--- src/rtl/hex_entry_pkg.sv ---
// Shared types and constants for the front-panel hex entry controller.
package hex_entry_pkg;

    typedef enum logic [1:0] {
        ST_EDIT  = 2'd0,
        ST_ISSUE = 2'd1,
        ST_WAIT  = 2'd2,
        ST_SHOW  = 2'd3
    } state_t;

    localparam int NIBBLE_W    = 4;
    localparam int NIBBLES_DEF = 32;
    localparam int TIMEOUT_DEF = 1_000_000;

    // Bits needed to index 'value' items; never less than one bit.
    function automatic int clog2(input int value);
        int r;
        r = 0;
        for (int i = 0; i < 31; i++) begin
            if ((64'd1 << i) < 64'(value)) r = i + 1;
        end
        if (r == 0) r = 1;
        return r;
    endfunction

endpackage

--- src/rtl/hex_entry_ctrl_wait_timer.sv ---
// Watchdog counter for the WAIT state: flags the last allowed cycle.
module wait_timer
    import hex_entry_pkg::*;
#(
    parameter int TIMEOUT = TIMEOUT_DEF
) (
    input  logic clk,
    input  logic rst,
    input  logic clear,
    input  logic en,
    output logic expired
);

    localparam int              CNT_W = clog2(TIMEOUT);
    localparam logic [CNT_W-1:0] LAST = CNT_W'(TIMEOUT - 1);

    logic [CNT_W-1:0] count;

    // Clear wins over counting so a fresh WAIT always starts from zero.
    always_ff @(posedge clk or posedge rst) begin
        if (rst) begin
            count <= '0;
        end else if (clear) begin
            count <= '0;
        end else if (en) begin
            count <= count + CNT_W'(1);
        end
    end

    assign expired = (count == LAST);

endmodule

--- src/rtl/hex_entry_ctrl.sv ---
// Nibble-at-a-time block editor feeding the cipher core, with result capture
// and a watchdog on the core's completion.
module hex_entry_ctrl
    import hex_entry_pkg::*;
#(
    parameter int NIBBLES = NIBBLES_DEF,
    parameter int TIMEOUT = TIMEOUT_DEF
) (
    input  logic                          clk,
    input  logic                          rst,
    input  logic                          inc_pulse,
    input  logic                          dec_pulse,
    input  logic                          next_pulse,
    input  logic                          go_pulse,
    output logic [NIBBLE_W*NIBBLES-1:0]   data_out,
    output logic [clog2(NIBBLES)-1:0]     cursor,
    output logic                          start_valid,
    input  logic                          start_ready,
    input  logic                          core_done,
    input  logic [NIBBLE_W*NIBBLES-1:0]   result_in,
    output logic [NIBBLE_W*NIBBLES-1:0]   result_out,
    output logic [1:0]                    state_out,
    output logic                          err
);

    localparam int               CUR_W    = clog2(NIBBLES);
    localparam logic [CUR_W-1:0] CUR_LAST = CUR_W'(NIBBLES - 1);

    state_t              state;
    logic [NIBBLE_W-1:0] cur_nib;
    logic                tmr_clear;
    logic                tmr_en;
    logic                tmr_expired;

    // Nibble currently under the cursor, source for inc/dec.
    always_comb begin
        cur_nib = data_out[int'(cursor)*NIBBLE_W +: NIBBLE_W];
    end

    // Timer restarts on the handshake edge and runs only while waiting.
    always_comb begin
        tmr_clear = (state == ST_ISSUE) && start_ready;
        tmr_en    = (state == ST_WAIT);
    end

    wait_timer #(
        .TIMEOUT (TIMEOUT)
    ) u_wait_timer (
        .clk     (clk),
        .rst     (rst),
        .clear   (tmr_clear),
        .en      (tmr_en),
        .expired (tmr_expired)
    );

    // Control FSM and nibble datapath; all outputs are registered here.
    always_ff @(posedge clk or posedge rst) begin
        if (rst) begin
            state       <= ST_EDIT;
            data_out    <= '0;
            cursor      <= '0;
            start_valid <= 1'b0;
            result_out  <= '0;
            err         <= 1'b0;
        end else begin
            case (state)
                ST_EDIT: begin
                    // One action per cycle: go > next > inc > dec.
                    if (go_pulse) begin
                        err         <= 1'b0;
                        start_valid <= 1'b1;
                        state       <= ST_ISSUE;
                    end else if (next_pulse) begin
                        cursor <= (cursor == CUR_LAST) ? '0 : cursor + CUR_W'(1);
                    end else if (inc_pulse) begin
                        data_out[int'(cursor)*NIBBLE_W +: NIBBLE_W] <= cur_nib + NIBBLE_W'(1);
                    end else if (dec_pulse) begin
                        data_out[int'(cursor)*NIBBLE_W +: NIBBLE_W] <= cur_nib - NIBBLE_W'(1);
                    end
                end
                ST_ISSUE: begin
                    if (start_ready) begin
                        start_valid <= 1'b0;
                        state       <= ST_WAIT;
                    end
                end
                ST_WAIT: begin
                    // A completion on the final cycle still counts as success.
                    if (core_done) begin
                        result_out <= result_in;
                        state      <= ST_SHOW;
                    end else if (tmr_expired) begin
                        err   <= 1'b1;
                        state <= ST_EDIT;
                    end
                end
                ST_SHOW: begin
                    if (go_pulse) state <= ST_EDIT;
                end
                default: state <= ST_EDIT;
            endcase
        end
    end

    assign state_out = state;

endmodule

--- config.mk ---
export PLATFORM = sky130hd
export DESIGN_NAME = hex_entry_ctrl
export DESIGN_NICKNAME = d
export VERILOG_FILES = /design/src/rtl/hex_entry_pkg.sv /design/src/rtl/hex_entry_ctrl_wait_timer.sv /design/src/rtl/hex_entry_ctrl.sv
export SDC_FILE = /design/constraint.sdc
export NUM_CORES = 1
export LEC_CHECK = 0
export ABC_AREA = 1
export CAP_MARGIN = 20
export CORE_ASPECT_RATIO = 0.9
export CORE_MARGIN = 2
export CORE_UTILIZATION = 48
export CTS_CLUSTER_DIAMETER = 120
export DETAILED_ROUTE_END_ITERATION = 16
export GPL_TIMING_DRIVEN = 0
export PLACE_DENSITY = 0.87
export SYNTH_ARGS = -nofsm -noshare
export SYNTH_HDL_FRONTEND = slang
export SYNTH_SLANG_ARGS = --single-unit
--- constraint.sdc ---
create_clock -name clk -period 11.2 [get_ports clk]
set_clock_uncertainty 0.1 [all_clocks]
set_input_delay 1.12 -clock clk [delete_from_list [all_inputs] [get_ports clk]]
set_output_delay 1.12 -clock clk [all_outputs]
set_load 0.005 [all_outputs]
# Yosys cells after proc, flatten, opt, wreduce, memory -nomap -nowiden
# Cells that the tools add are included.
totals:
  ff_bits: 285
  inputBits: 136
  output_inout_bits: 265
  wordCells: 61
classes:
  add_sub_neg: 5
  n_eq_ne: 11
  n_shift: 4
  n_mux: 20
  bitwise: 2
  n_reduce_logical: 12
ops:
  columns: ["operator", "n"]
  rows:
  - ["$bwmux W128", 2]
  - ["$mux W128", 2]
  - ["$shiftx A4 B33 Y128", 2]
  - ["$shift A4 B33 Y128 const A", 1]
  - ["$shiftx A128 B8 Y4", 1]
  - ["$mux W20", 2]
  - ["$neg A7 Y33", 1]
  - ["$add A20 B1 Y20 const B", 1]
  - ["$eq A20 B20 Y1 const B", 1]
  - ["$reduce_and A4 Y1", 3]
  - ["$mux W2", 5]
  - ["$ne A2 B2 Y1 const B", 4]
  - ["$pmux W2 S4", 1]
  - ["$reduce_bool A2 Y1", 4]
  - ["$reduce_and A3 Y1", 2]
  - ["$add A5 B1 Y5 const B", 1]
  - ["$eq A5 B5 Y1 const B", 1]
  - ["$mux W1", 5]
  - ["$mux W5", 1]
  - ["$add A4 B1 Y4 const B", 1]
  - ["$eq A2 B2 Y1 const B", 2]
  - ["$pmux W1 S2", 2]
  - ["$sub A4 B1 Y4 const B", 1]
  - ["$ne A3 B2 Y1 const B", 1]
  - ["other kinds (6)", 7]

# Longest topological paths before layout
logic_depth:
  ltp_word: 6
  depth_mapped: 19
  depth_no_buf: 18

# Cells and area by module
# From an unflattened synthesis, not the netlist that was laid out.
unflattened:
  hier_cells: 1894
  area_unflattened_um2: 14206.1
by_module_without_submodules:
  columns: ["module", "instances", "cells_per_inst", "area_per_inst_um2", "seq_area_each_um2"]
  rows:
  - ["hex_entry_ctrl", 1, 1724, 12958.7, 6631.4]
  - ["wait_timer", 1, 170, 1247.4, 500.5]

# Worst setup path after synthesis
# Ideal clock, no wire load.
synth_timing:
  kind: "register to register"
  startpoint: "register cursor[0]"
  endpoint: "register data_out[1]"
  setup_time_ns: 0.125
  arrival_time_ns: 2.978
  t_required_ns: 10.975
  setup_slack_ns: 7.997
  stages_incl_launch_ff: 13
  path_buffers: 3
  synth_period_minus_slack_ns: 3.203
  path_cell_list: "dfrtp_1 inv_2 buf_2 buf_2 buf_1 ha_1 nand2_1 nor2_1 ha_1 inv_1 nand3_1 nor4_4 mux2_2"
synth_between:
  elab_chain_len: 6
  word_cells_on_any_way: 11
  cone_classes: "add/sub (3); shift (4); mux (4)"
synth_rtl:
  columns: ["item", "line_no", "source"]
  rows:
  - ["start: declaration", "hex_entry_ctrl.sv:16", "output logic [clog2(NIBBLES)-1:0] cursor,"]
  - ["start signal: assignment", "hex_entry_ctrl.sv:74", "cursor <= (cursor == CUR_LAST) ? '0 : cursor + CUR_W'(1);"]
  - ["$shiftx A128 B8 Y4", "hex_entry_ctrl.sv:37", "cur_nib = data_out[int'(cursor)*NIBBLE_W +: NIBBLE_W];"]
  - ["$sub A4 B1 Y4", "hex_entry_ctrl.sv:78", "data_out[int'(cursor)*NIBBLE_W +: NIBBLE_W] <= cur_nib - NIBBLE_W'(1);"]
  - ["$shiftx A4 B33 Y128", "hex_entry_ctrl.sv:78", null]
  - ["$bwmux W128", "hex_entry_ctrl.sv:78", null]
  - ["$mux W128", "hex_entry_ctrl.sv:77", "end else if (dec_pulse) begin"]
  - ["$mux W128 (*)", "hex_entry_ctrl.sv:75", "end else if (inc_pulse) begin"]
  - ["end signal: indexed assignment", "hex_entry_ctrl.sv:76", "data_out[int'(cursor)*NIBBLE_W +: NIBBLE_W] <= cur_nib + NIBBLE_W'(1);"]
  - ["end signal: indexed assignment", "hex_entry_ctrl.sv:78", null]
  - ["end: declaration", "hex_entry_ctrl.sv:15", "output logic [NIBBLE_W*NIBBLES-1:0] data_out,"]
# Mark *: on every way between the ends. The rest lies on a longest branch, timed or not. The select of a mux whose other input is x is not followed.
# A chain may end at the register's enable or synchronous reset.

# Worst setup path after layout
layout_timing:
  startpoint: "register cursor[0]"
  endpoint: "register data_out[98]"
# Same word-level chain as after synthesis.

==> flow_summary.yaml <==
drt:
  via_per_inst: 5.532
  wirelength_microns: 59720
  drtIter0Drc: 1550
  wl_per_cell_microns: 22.20
  dr.pass1.iters: 6
  vias: 14880
  ant_nets: 0
  drc: 0
critical_path:
  cpPeakStageDelay_ns: 0.60
  arrival_ns: 5.10
  crit_type: "reg2reg"
  crit_path_start: "cursor[0]"
  cp_cell_sequence: "inv_2 > buf_2 > buf_2 > buf_1 > ha_1 > nand2_1 > nor2_1 > ha_1 > inv_1 > nand2_1 > nor2_1 > inv_1 > nor2_1 > inv_1 > nand2_1 > o21ai_1"
  cp-start-kind: "flop"
  crit_buf_inv: 7
  cp_top_family: "buffers and inverters"
  crit_fanout: 11
  critPathCaptureType: "flop"
  critPathRequiredTime_ns: 11.56
  regToRegStartpoint: "cursor[0]"
  slowest_stage: "buf_1"
global_routing:
  antenna_found_initial: 4
  grt_pass1_wl_microns: 88670
  grt_pass1_vias: 14529
  grt_max_degree: 129
  track_usage_pct: 38.89
  grt-ovfl-total: 0
finish:
  final_cell_mix: "761 x nand2_1, 399 x clkdlybuf4s50_1, 285 x dfrtp_1, 170 x nand3_1, 164 x inv_1"
  final_cell_area_sq_um: 19650
  finish.utilization_pct: 68.24
  final_nets: 2444
  area_delta_synth_final_pct: 40.56
  drive_gt1_share_pct: 5.596
  final_common_cell: "nand2_1"
floorplanning:
  start_util_pct: 48.55
  die_h_microns: 165.9
  core_area_sq_um: 28790
  ios: 401
  core.rowCount: 59
  die_w_microns: 183.9
  dieArea_sq_um: 30500
synth:
  synth_ff_type: "dfrtp_1"
  synth-edff-count: 0
  syn_area_per_cell_sq_um: 7.498
  synth_area_sq_um: 13980
  synth_fp_nets: 2010
  yosysWarnings: 0
  synth-seq-cells: 285
  syn_inst: 1864
  ys_seq_area_share_pct: 51.02
  async_flop_share_pct: 100.0
  synth_cell_types: 39
clocking:
  cts.sinks: 285
  post_cts_resized: 0
  hold_buffers: 0
  clk_path_buf_depth: 3
  cts_setup_buffers: 0
  htreeDepth: 1
  cts_root_buf: "clkbuf_16"
  clkTransAtPathRegs_ns: 0.06
  cts_tree: "yes"
  cts_buffers: 31
  clock_latency_ns: 0.59
outcome:
  outcome: "completed"
sta:
  finalCriticalPeriod_ns: 4.732
  drv_slew: 0
  worst_pin_slew_ns: 0.7907
  hold_slack_ns: 0.3765
  min_period_over_period_pct: 42.25
  rsz0062_at_grt: "no"
  fmaxAchievable_mhz: 211.3
  hold_viol: 0
  setup_viol: 0
  maxSlewHeadroom_pct: 47.29
power:
  p_leak_uw: 0.009289
  total_power_uw: 5838
  p_per_area_nw_per_um2: 297.2
  irDropWorstVdd_v: 0.0001802
placement:
  gp_congestion: 1.012
  dpl.hpwl_microns: 45800
  port_buffers: 399
  post_dp_cell_area_sq_um: 18490
hold_path:
  worstHoldStart: "result_out[7]"
  hp-class: "reg2reg"
job:
  cap_violations: 0
[cell usage after synthesis (2+ instances only)]
| cell type | number | area share (%) |
|---|---|---|
| nand2_1 | 761 | 20 |
| xnor2_2 | 3 | 0.35 |
| nor2_4 | 2 | 0.16 |
| nor2_2 | 15 | 0.67 |
| buf_4 | 5 | 0.27 |
| o21ai_1 | 31 | 1.1 |
| ha_1 | 10 | 0.90 |
| buf_6 | 9 | 0.73 |
| o22ai_1 | 11 | 0.49 |
| clkbuf_1 | 39 | 1.0 |
| nand4_1 | 14 | 0.63 |
| nand3_1 | 170 | 6.1 |
| o21a_1 | 2 | 0.11 |
| clkinv_1 | 3 | 0.081 |
| nand2_2 | 2 | 0.090 |
| mux2_2 | 2 | 0.16 |
| o21ai_0 | 69 | 2.5 |
| buf_2 | 16 | 0.57 |
| nor2_1 | 143 | 3.8 |
| nor4_1 | 3 | 0.13 |
| inv_2 | 13 | 0.35 |
| nor3_1 | 15 | 0.54 |
| a21oi_1 | 55 | 2.0 |
| buf_1 | 5 | 0.13 |
| dfrtp_1 | 285 | 51 |
| mux2i_1 | 4 | 0.29 |
| inv_1 | 165 | 4.4 |
[kinds of logic (layout without fill, tap and decap cells)]
group           count (synthesis)  in the layout  share of synthesized area (%)
buf+inv                       256            715                          7.716
simple gates                 1132           1132                          33.18
xor+xnor                        3              3                         0.3491
flops                         285            285                          51.02
other cells                     0              1                              0
compound gates                172            172                          6.392
fa+ha+maj                      10             10                         0.8952
mux                             6              6                         0.4476
[area by class of cell]
type / instances / area, sq um
antenna: 1 / 2.502
buffer: 75 / 399.1
clock buffer: 46 / 922.1
clock inverter: 12 / 230.2
fill: 2351 / 9144
inverter: 181 / 686.9
multi-input combinational: 1323 / 5767
sequential: 285 / 7132
tap: 366 / 457.9
timing repair buffer: 401 / 4049
[worst min-delay path: cells and delay by family (launching register included)]
kind / cells / cell delay, ns
DFF: 1 / 0.34
and+or+nand+nor: 2 / 0.10
[per-stage QoR]
stage | std cells | worst slack (ns) | setup TNS [ns]
after detailed placement | 2631 | 6.599 | 0
final | 2690 | 6.468 | 0
after global routing | 2690 | 6.301 | 0
after CTS | 2689 | 6.575 | 0
after floorplan | 1864 | 2.116 | 0
after global placement | 2629 | -1.155 | -320.54
[final timing paths]
kind	cells after the start	endpoint	slack, ns
max	16	data_out[98]	6.47
min	2	result_out[7]	0.38
max reg2reg	16	data_out[98]	6.47
min reg2reg	2	result_out[7]	0.38
max in group asynchronous	3	async pin	9.08
min in group asynchronous	2	result_out[57]	0.89
[per-layer routing]
metal / up-vias / GRT usage [%] / share of wire, %
met5: - / 0 / 0.022
met4: 2 / 19.27 / 5.8
met3: 188 / 8.991 / 9.2
met2: 887 / 63.56 / 47
met1: 7076 / 48.54 / 38
li1: 6727 / - / -
[report_power, final]
part	switching [uW]	total, uW	leakage [uW]	internal, uW
combinational	1860	3030	0.00505	1160
sequential	282	1660	0.00368	1380
clock	441	1150	0.000560	707
total	2590	5840	0.00929	3250
No activity file was read; power rests on OpenSTA's default activity.
